<file path="src/rtl/ddr_video_pkg.sv">
// Shared DDR video definitions: write-packer FSM states, word geometry and MIG command codes.
package ddr_video_pkg;

  typedef enum logic [1:0] {
    IDLE,
    FILL,
    ISSUE,
    DONE
  } wp_state_e;

  localparam int unsigned PIXELS_PER_WORD = 5;
  localparam int unsigned WORD_ADDR_STEP  = 8;
  localparam logic [2:0]  APP_CMD_WRITE   = 3'b000;

  // Byte mask for a word carrying 'pixels' RGB pixels: every byte past the last pixel is masked.
  function automatic logic [15:0] tail_mask(input int unsigned pixels);
    logic [15:0] m;
    m = '0;
    for (int unsigned b = 0; b < 16; b++) begin
      m[b] = (b >= 3 * pixels);
    end
    return m;
  endfunction

endpackage

</file>
<file path="src/rtl/pixel_slot_shifter.sv">
// Five-slot pixel capture register; each captured pixel lands in the next free 24-bit slot.
module pixel_slot_shifter
  import ddr_video_pkg::*;
(
  input  logic         clk,
  input  logic         rst_n,
  input  logic         clear,
  input  logic         capture,
  input  logic [23:0]  din,
  output logic [119:0] slots,
  output logic [2:0]   slot_idx
);

  always_ff @(posedge clk or negedge rst_n) begin
    if (!rst_n) begin
      slots    <= '0;
      slot_idx <= '0;
    end else if (clear) begin
      slots    <= '0;
      slot_idx <= '0;
    end else if (capture) begin
      for (int unsigned k = 0; k < PIXELS_PER_WORD; k++) begin
        if (slot_idx == 3'(k)) begin
          slots[24*k +: 24] <= din;
        end
      end
      slot_idx <= slot_idx + 3'd1;
    end
  end

endmodule

</file>
<file path="src/rtl/write_word_packer.sv">
// Packs 24-bit FIFO pixels five per 128-bit MIG write word and issues them to sequential DDR addresses.
// Define WRITE_PACKER_MASK_EN to mask the pad byte and unused pixel bytes of a partial final word.
module write_word_packer
  import ddr_video_pkg::*;
#(
  parameter int unsigned           FRAME_PIXELS = 786432,
  parameter int unsigned           NUM_FRAMES   = 1,
  parameter int unsigned           ADDR_WIDTH   = 27,
  parameter logic [ADDR_WIDTH-1:0] BASE_ADDR    = '0
) (
  input  logic                  clk,
  input  logic                  cpu_resetn,
  input  logic                  init_calib_complete,
  input  logic                  fifo_empty,
  output logic                  fifo_rd_en,
  input  logic [23:0]           fifo_dout,
  input  logic                  fifo_valid,
  output logic [ADDR_WIDTH-1:0] app_addr,
  output logic [2:0]            app_cmd,
  output logic                  app_en,
  input  logic                  app_rdy,
  output logic [127:0]          app_wdf_data,
  output logic [15:0]           app_wdf_mask,
  output logic                  app_wdf_wren,
  output logic                  app_wdf_end,
  input  logic                  app_wdf_rdy,
  output logic                  end_of_write
);

  localparam int unsigned WORDS_PER_FRAME = (FRAME_PIXELS + PIXELS_PER_WORD - 1) / PIXELS_PER_WORD;
  localparam int unsigned TAIL_PIXELS     = FRAME_PIXELS % PIXELS_PER_WORD;
  localparam int unsigned WCNT_W = (WORDS_PER_FRAME > 1) ? $clog2(WORDS_PER_FRAME) : 1;
  localparam int unsigned FCNT_W = (NUM_FRAMES > 1) ? $clog2(NUM_FRAMES) : 1;

  wp_state_e         state;
  logic [WCNT_W-1:0] word_cnt;
  logic [FCNT_W-1:0] frame_cnt;
  logic [2:0]        req_cnt;
  logic [2:0]        slot_idx;
  logic [2:0]        needed;
  logic [119:0]      slots;
  logic              last_word;
  logic              last_frame;
  logic              capture;
  logic              word_full;
  logic              accept;

  assign last_word  = (word_cnt == WCNT_W'(WORDS_PER_FRAME - 1));
  assign last_frame = (frame_cnt == FCNT_W'(NUM_FRAMES - 1));
  assign needed     = (last_word && TAIL_PIXELS != 0) ? 3'(TAIL_PIXELS) : 3'(PIXELS_PER_WORD);

  // (requested - received) < (needed - received) reduces to requested < needed.
  assign fifo_rd_en = (state == FILL) && !fifo_empty && (req_cnt < needed);
  assign capture    = (state == FILL) && fifo_valid;
  assign word_full  = capture && (slot_idx == needed - 3'd1);
  assign accept     = (state == ISSUE) && (!app_en || app_rdy) && (!app_wdf_wren || app_wdf_rdy);

  assign app_cmd      = APP_CMD_WRITE;
  assign app_wdf_end  = app_wdf_wren;
  assign app_wdf_data = {8'h00, slots};

  pixel_slot_shifter u_slots (
    .clk      (clk),
    .rst_n    (cpu_resetn),
    .clear    (accept),
    .capture  (capture),
    .din      (fifo_dout),
    .slots    (slots),
    .slot_idx (slot_idx)
  );

`ifdef WRITE_PACKER_MASK_EN
  always_ff @(posedge clk or negedge cpu_resetn) begin
    if (!cpu_resetn) begin
      app_wdf_mask <= '0;
    end else if (word_full) begin
      app_wdf_mask <= (last_word && TAIL_PIXELS != 0) ? tail_mask(TAIL_PIXELS)
                                                      : tail_mask(PIXELS_PER_WORD);
    end
  end
`else
  assign app_wdf_mask = '0;
`endif

  always_ff @(posedge clk or negedge cpu_resetn) begin
    if (!cpu_resetn) begin
      state        <= IDLE;
      app_addr     <= BASE_ADDR;
      app_en       <= 1'b0;
      app_wdf_wren <= 1'b0;
      end_of_write <= 1'b0;
      word_cnt     <= '0;
      frame_cnt    <= '0;
      req_cnt      <= '0;
    end else begin
      case (state)
        IDLE: begin
          if (init_calib_complete) state <= FILL;
        end
        FILL: begin
          if (fifo_rd_en) req_cnt <= req_cnt + 3'd1;
          if (word_full) begin
            state        <= ISSUE;
            app_en       <= 1'b1;
            app_wdf_wren <= 1'b1;
            req_cnt      <= '0;
          end
        end
        ISSUE: begin
          if (app_en && app_rdy)            app_en       <= 1'b0;
          if (app_wdf_wren && app_wdf_rdy)  app_wdf_wren <= 1'b0;
          if (accept) begin
            app_addr <= app_addr + ADDR_WIDTH'(WORD_ADDR_STEP);
            if (last_word) begin
              word_cnt <= '0;
              if (last_frame) begin
                state        <= DONE;
                end_of_write <= 1'b1;
              end else begin
                frame_cnt <= frame_cnt + 1'b1;
                state     <= FILL;
              end
            end else begin
              word_cnt <= word_cnt + 1'b1;
              state    <= FILL;
            end
          end
        end
        DONE: begin
          end_of_write <= 1'b1;
        end
        default: state <= IDLE;
      endcase
    end
  end

endmodule

</file>
<file path="config.mk">
export PLATFORM = sky130hd
export DESIGN_NAME = write_word_packer
export DESIGN_NICKNAME = d
export VERILOG_FILES = /design/src/rtl/ddr_video_pkg.sv /design/src/rtl/pixel_slot_shifter.sv /design/src/rtl/write_word_packer.sv
export SDC_FILE = /design/constraint.sdc
export NUM_CORES = 1
export LEC_CHECK = 0
export ABC_AREA = 0
export CAP_MARGIN = 20
export CORE_MARGIN = 10
export CORE_UTILIZATION = 35
export CTS_CLUSTER_SIZE = 24
export DETAILED_ROUTE_END_ITERATION = 8
export GPL_TIMING_DRIVEN = 0
export SLEW_MARGIN = 20
export SYNTH_ARGS = -nofsm -noshare
export SYNTH_HDL_FRONTEND = slang
export SYNTH_SLANG_ARGS = --single-unit
</file>
<file path="constraint.sdc">
create_clock -name clk -period 4 [get_ports clk]
set_clock_uncertainty 0.2 [all_clocks]
set_input_delay 0.8 -clock clk [delete_from_list [all_inputs] [get_ports clk]]
set_output_delay 0.8 -clock clk [all_outputs]
set_load 0.02 [all_outputs]
</file>
==> metrics list <==
- Outcome: complete, no violations
- Top-level port count: 210
* Remaining routing DRC violations: 0
* Final Setup Violations: 0
* Number of CTS-inserted buffers: 17
- The initialized floorplan defines 54 standard-cell rows.
- FFs w/ async S/R, synth: 1.00
* Classification of the worst setup path: reg2out
* Area of the mapped netlist: between 7000 and 8000 um^2
* Proportion of layout cells with a drive suffix above 1: 0.0830
- The worst pin sits at a relative slew slack of 0.416.
* Kind of cell with the highest combined delay on the critical path: simple AND/OR/NAND/NOR gates
- For the pin with the worst max-slew slack, the measured transition is 0.869 ns.
- For this design the static power due to leakage is approximately 4.8 nW.
* Vias in the first global route: 6522
- Number of flops mapped to enable cells by yosys: 0
- Number of cells produced by synthesis: between 800 and 900
* Unrepaired setup endpoints after global routing: no
- The critical path goes through inv_1 -> ha_1 -> nor4bb_4 -> nand2_2 -> nor3_4 -> inv_1 -> ha_1 -> a21oi_1 -> nor2b_1 -> a41o_1 -> nor2_1 -> buf_4.
- Vias: approximately 6600
- The max-slew violation total from the final report came to 0.
- After floorplanning, the core was sized to cover 21900 um^2.
- With fillers left out, the area of the finished cells amounts to ~11000 um^2.
* Height of the die: ~170 um
- The first routing iteration left roughly 560 violations.
- The count of buffers added on input and output ports is between 150 and 200.
* Overall routing resource usage: 0.164
- Routability-driven placement finished with a final weighted congestion of roughly 0.81.
- The repair_antennas step left the layout with diodes totalling 0.
- Average detailed-routed wire length per instance: around 17 um
- For this run the aggregate overflow at the end of global routing stands at 0.
- Ratio of total power to cell area: approximately 700 nW/um^2
* Final non-filler cell total: between 1000 and 1500
* Number of max-capacitance violations reported: 0
- Placed Cells incl. Taps: around 1300
- The first global-routing pass estimated 37.8 mm of wire.
* Antenna Nets Post-Route: 0
- Root Buffer Master: sky130_fd_sc_hd__clkbuf_16
- Number of storage elements in the synthesis netlist: ~170
* Area Growth Syn to Fin: 37.7%
- Die extent in x: between 150 and 200 um
- Placement-stage cell area: around 10000 um^2
- CTS built an H-tree with a depth of 4.
* Crit-path max FO: 5
- The first detailed-routing pass took 5 iterations.
- Together, buffers and inverters on the worst path number 3.
* Count of yosys warnings during synthesis: 0
- Clock-pin slew was measured on the worst setup and hold paths at roughly 0.070 ns.
- Most frequently used flop master after synthesis: sky130_fd_sc_hd__dfrtp_1
- Clock insertion delay at the later pin of the skew report: around 0.43 ns
- Number of antenna violations at the first check in global routing: 0
- IR analysis of the VDD net gives a maximum drop of 0.310 mV.
* Unique masters post-synth: 52
* Vias per std cell: roughly 4.8
- Endpoint class of the critical path: primary output
* Fmax: approximately 270 MHz
* Synth Area per Inst: 9.28 um^2
- Sink Count: around 170
* Largest net degree at the start of global routing: 76
- Subtracting the final worst setup slack from the clock period gives 3.76 ns.
* Critical Path Start Type: flop
- The HPWL after detailed placement is ~18 mm.
- Dividing the final minimum period by the clock period gives 0.940.
- Post-layout net count: roughly 1100
- The filler cells instantiated in the layout total 2100.
- Die area: between 20000 and 30000 um^2
* HP Class: in2async
- Number of buffers between clock root and the deepest sink: 2
* Starting density of the core: 0.356
- At the worst endpoint, the required time is approximately 3.0 ns.
- Slowest cell on the critical path: sky130_fd_sc_hd__dfrtp_1
* Number of endpoints with negative hold slack in the final report: 0
- Setup total negative slack on the finished layout was measured at 0 ns.
* Crit path largest cell delay: 0.38 ns
- Routed Wire Length: 23.8 mm
- Of the synthesized area, sequential elements account for 0.555.
- WP data arrival: between 2 and 3 ns
- TritonCTS built the clock tree.
-- Yosys cell counts (all sizes together) (3+ instances only) --
cell type  instances  area (um^2)
nand2            271         1020
dfrtp            173         4330
a21oi            127          636
buf               44          295
clkbuf            31          116
xnor2             28          245
nand3             18         90.1
nor2              18         67.6
ha                16          200
inv               13         48.8
nand4             13         81.3
and3              12         80.1
nor3               9         56.3
xor2               7         61.3
o21ai              6         30.0
and2               5         33.8
and4               5         43.8
nor4               4         25.0
mux2i              3         30.0
nand2b             3         18.8
nor2b              3         18.8
or3                3         18.8
-- through the flow --
| stage | utilization | setup slack (ns) | hold WS [ns] | power (mW) |
|---|---|---|---|---|
| floorplan | - | 0.640 | 0.261 | 4.32 |
| global placement | 0.459 | -5.63 | 0.261 | 5.85 |
| detailed placement | 0.462 | -0.103 | 0.267 | 5.91 |
| CTS | 0.490 | 0.0342 | 0.0299 | 7.58 |
| global route | 0.490 | 0.0398 | 0.0358 | 7.97 |
| finish | 0.490 | 0.241 | 0.0297 | 7.50 |
-- cell type report --
cell class,instances,area [um^2],share of cell area
multi-input cells,608,3130,0.292
well taps,280,350,0.0326
flip-flops and latches,173,4330,0.403
clock buffers,18,429,0.0400
plain buffers,75,412,0.0383
clock inverters,14,170,0.0159
inverters,13,48.8,0.00455
repair buffers,183,1860,0.174
-- cells by family (layout without fill, tap and decap cells) --
| kind of cell | after synthesis | count (layout) | synth area share |
|---|---|---|---|
| buffers and inverters | 88 | 303 | 0.0590 |
| flip-flops | 173 | 173 | 0.555 |
| other | 1 | 30 | 0.000481 |
| XOR/XNOR | 35 | 35 | 0.0393 |
| multiplexers | 4 | 4 | 0.00529 |
| AO/OA/AOI/OAI | 150 | 150 | 0.104 |
| adder cells (fa/ha/maj) | 16 | 16 | 0.0257 |
| AND/OR/NAND/NOR | 373 | 373 | 0.211 |
-- where the power goes --
| part | total, mW | switching [mW] | internal [mW] | leakage (nW) |
|---|---|---|---|---|
| sequential | 2.69 | 0.361 | 2.33 | 2.25 |
| clock | 1.67 | 0.818 | 0.848 | 0.292 |
| combinational | 3.15 | 1.72 | 1.43 | 2.25 |
| total | 7.50 | 2.90 | 4.60 | 4.79 |
-- state kept, by name, indices dropped and copies added, names as in the netlist --
name,cells
end_of_write,1
app_addr,24
app_en,1
state,2
u_slots.slots,120
app_wdf_end,1
req_cnt,3
word_cnt,18
u_slots.slot_idx,3
-- routing by layer --
metal,track usage,share of wire
met2,0.254,0.47
met5,0,0
met4,0.0345,0.0057
met1,0.220,0.44
met3,0.0547,0.081
-- path summary, 6_finish.rpt --
kind	start	end	slack, ns	cells past startpoint
setup / recovery	word_cnt[0]	fifo_rd_en	0.24	12
hold / removal	cpu_resetn	app_addr[10]	0.03	1
setup reg to reg	word_cnt[0]	req_cnt[2]	1.09	12
hold reg to reg	app_addr[26]	app_addr[26]	0.27	1
max in group asynchronous	cpu_resetn	u_slots.slots[4]	2.56	3
min in group clk	app_addr[26]	app_addr[26]	0.27	1
-- cell usage in the layout, fill, tap and decap left out, types with 11 or more instances in the layout --
master | netlist | routed
sky130_fd_sc_hd__inv_1 | 13 | 13
sky130_fd_sc_hd__clkbuf_1 | 31 | 32
sky130_fd_sc_hd__ha_1 | 16 | 16
sky130_fd_sc_hd__a21oi_1 | 127 | 127
sky130_fd_sc_hd__and3_1 | 11 | 11
sky130_fd_sc_hd__nand3_1 | 18 | 18
sky130_fd_sc_hd__nand4_1 | 13 | 13
sky130_fd_sc_hd__xnor2_1 | 28 | 28
sky130_fd_sc_hd__buf_4 | 31 | 34
sky130_fd_sc_hd__clkbuf_16 | 0 | 17
sky130_fd_sc_hd__nand2_1 | 271 | 270
sky130_fd_sc_hd__buf_2 | 11 | 11
sky130_fd_sc_hd__conb_1 | 1 | 30
sky130_fd_sc_hd__clkdlybuf4s50_1 | 0 | 177
sky130_fd_sc_hd__dfrtp_1 | 173 | 173
sky130_fd_sc_hd__nor2_1 | 18 | 18
-- what timing repair did --
action,CTS,global route
setup endpoints to repair,1,1
setup buffers,1,1
pin swaps,2,0
gates resized for setup,6,2
hold buffers,0,0
gates cloned,0,0
No activity file was read; power rests on OpenSTA's default activity.
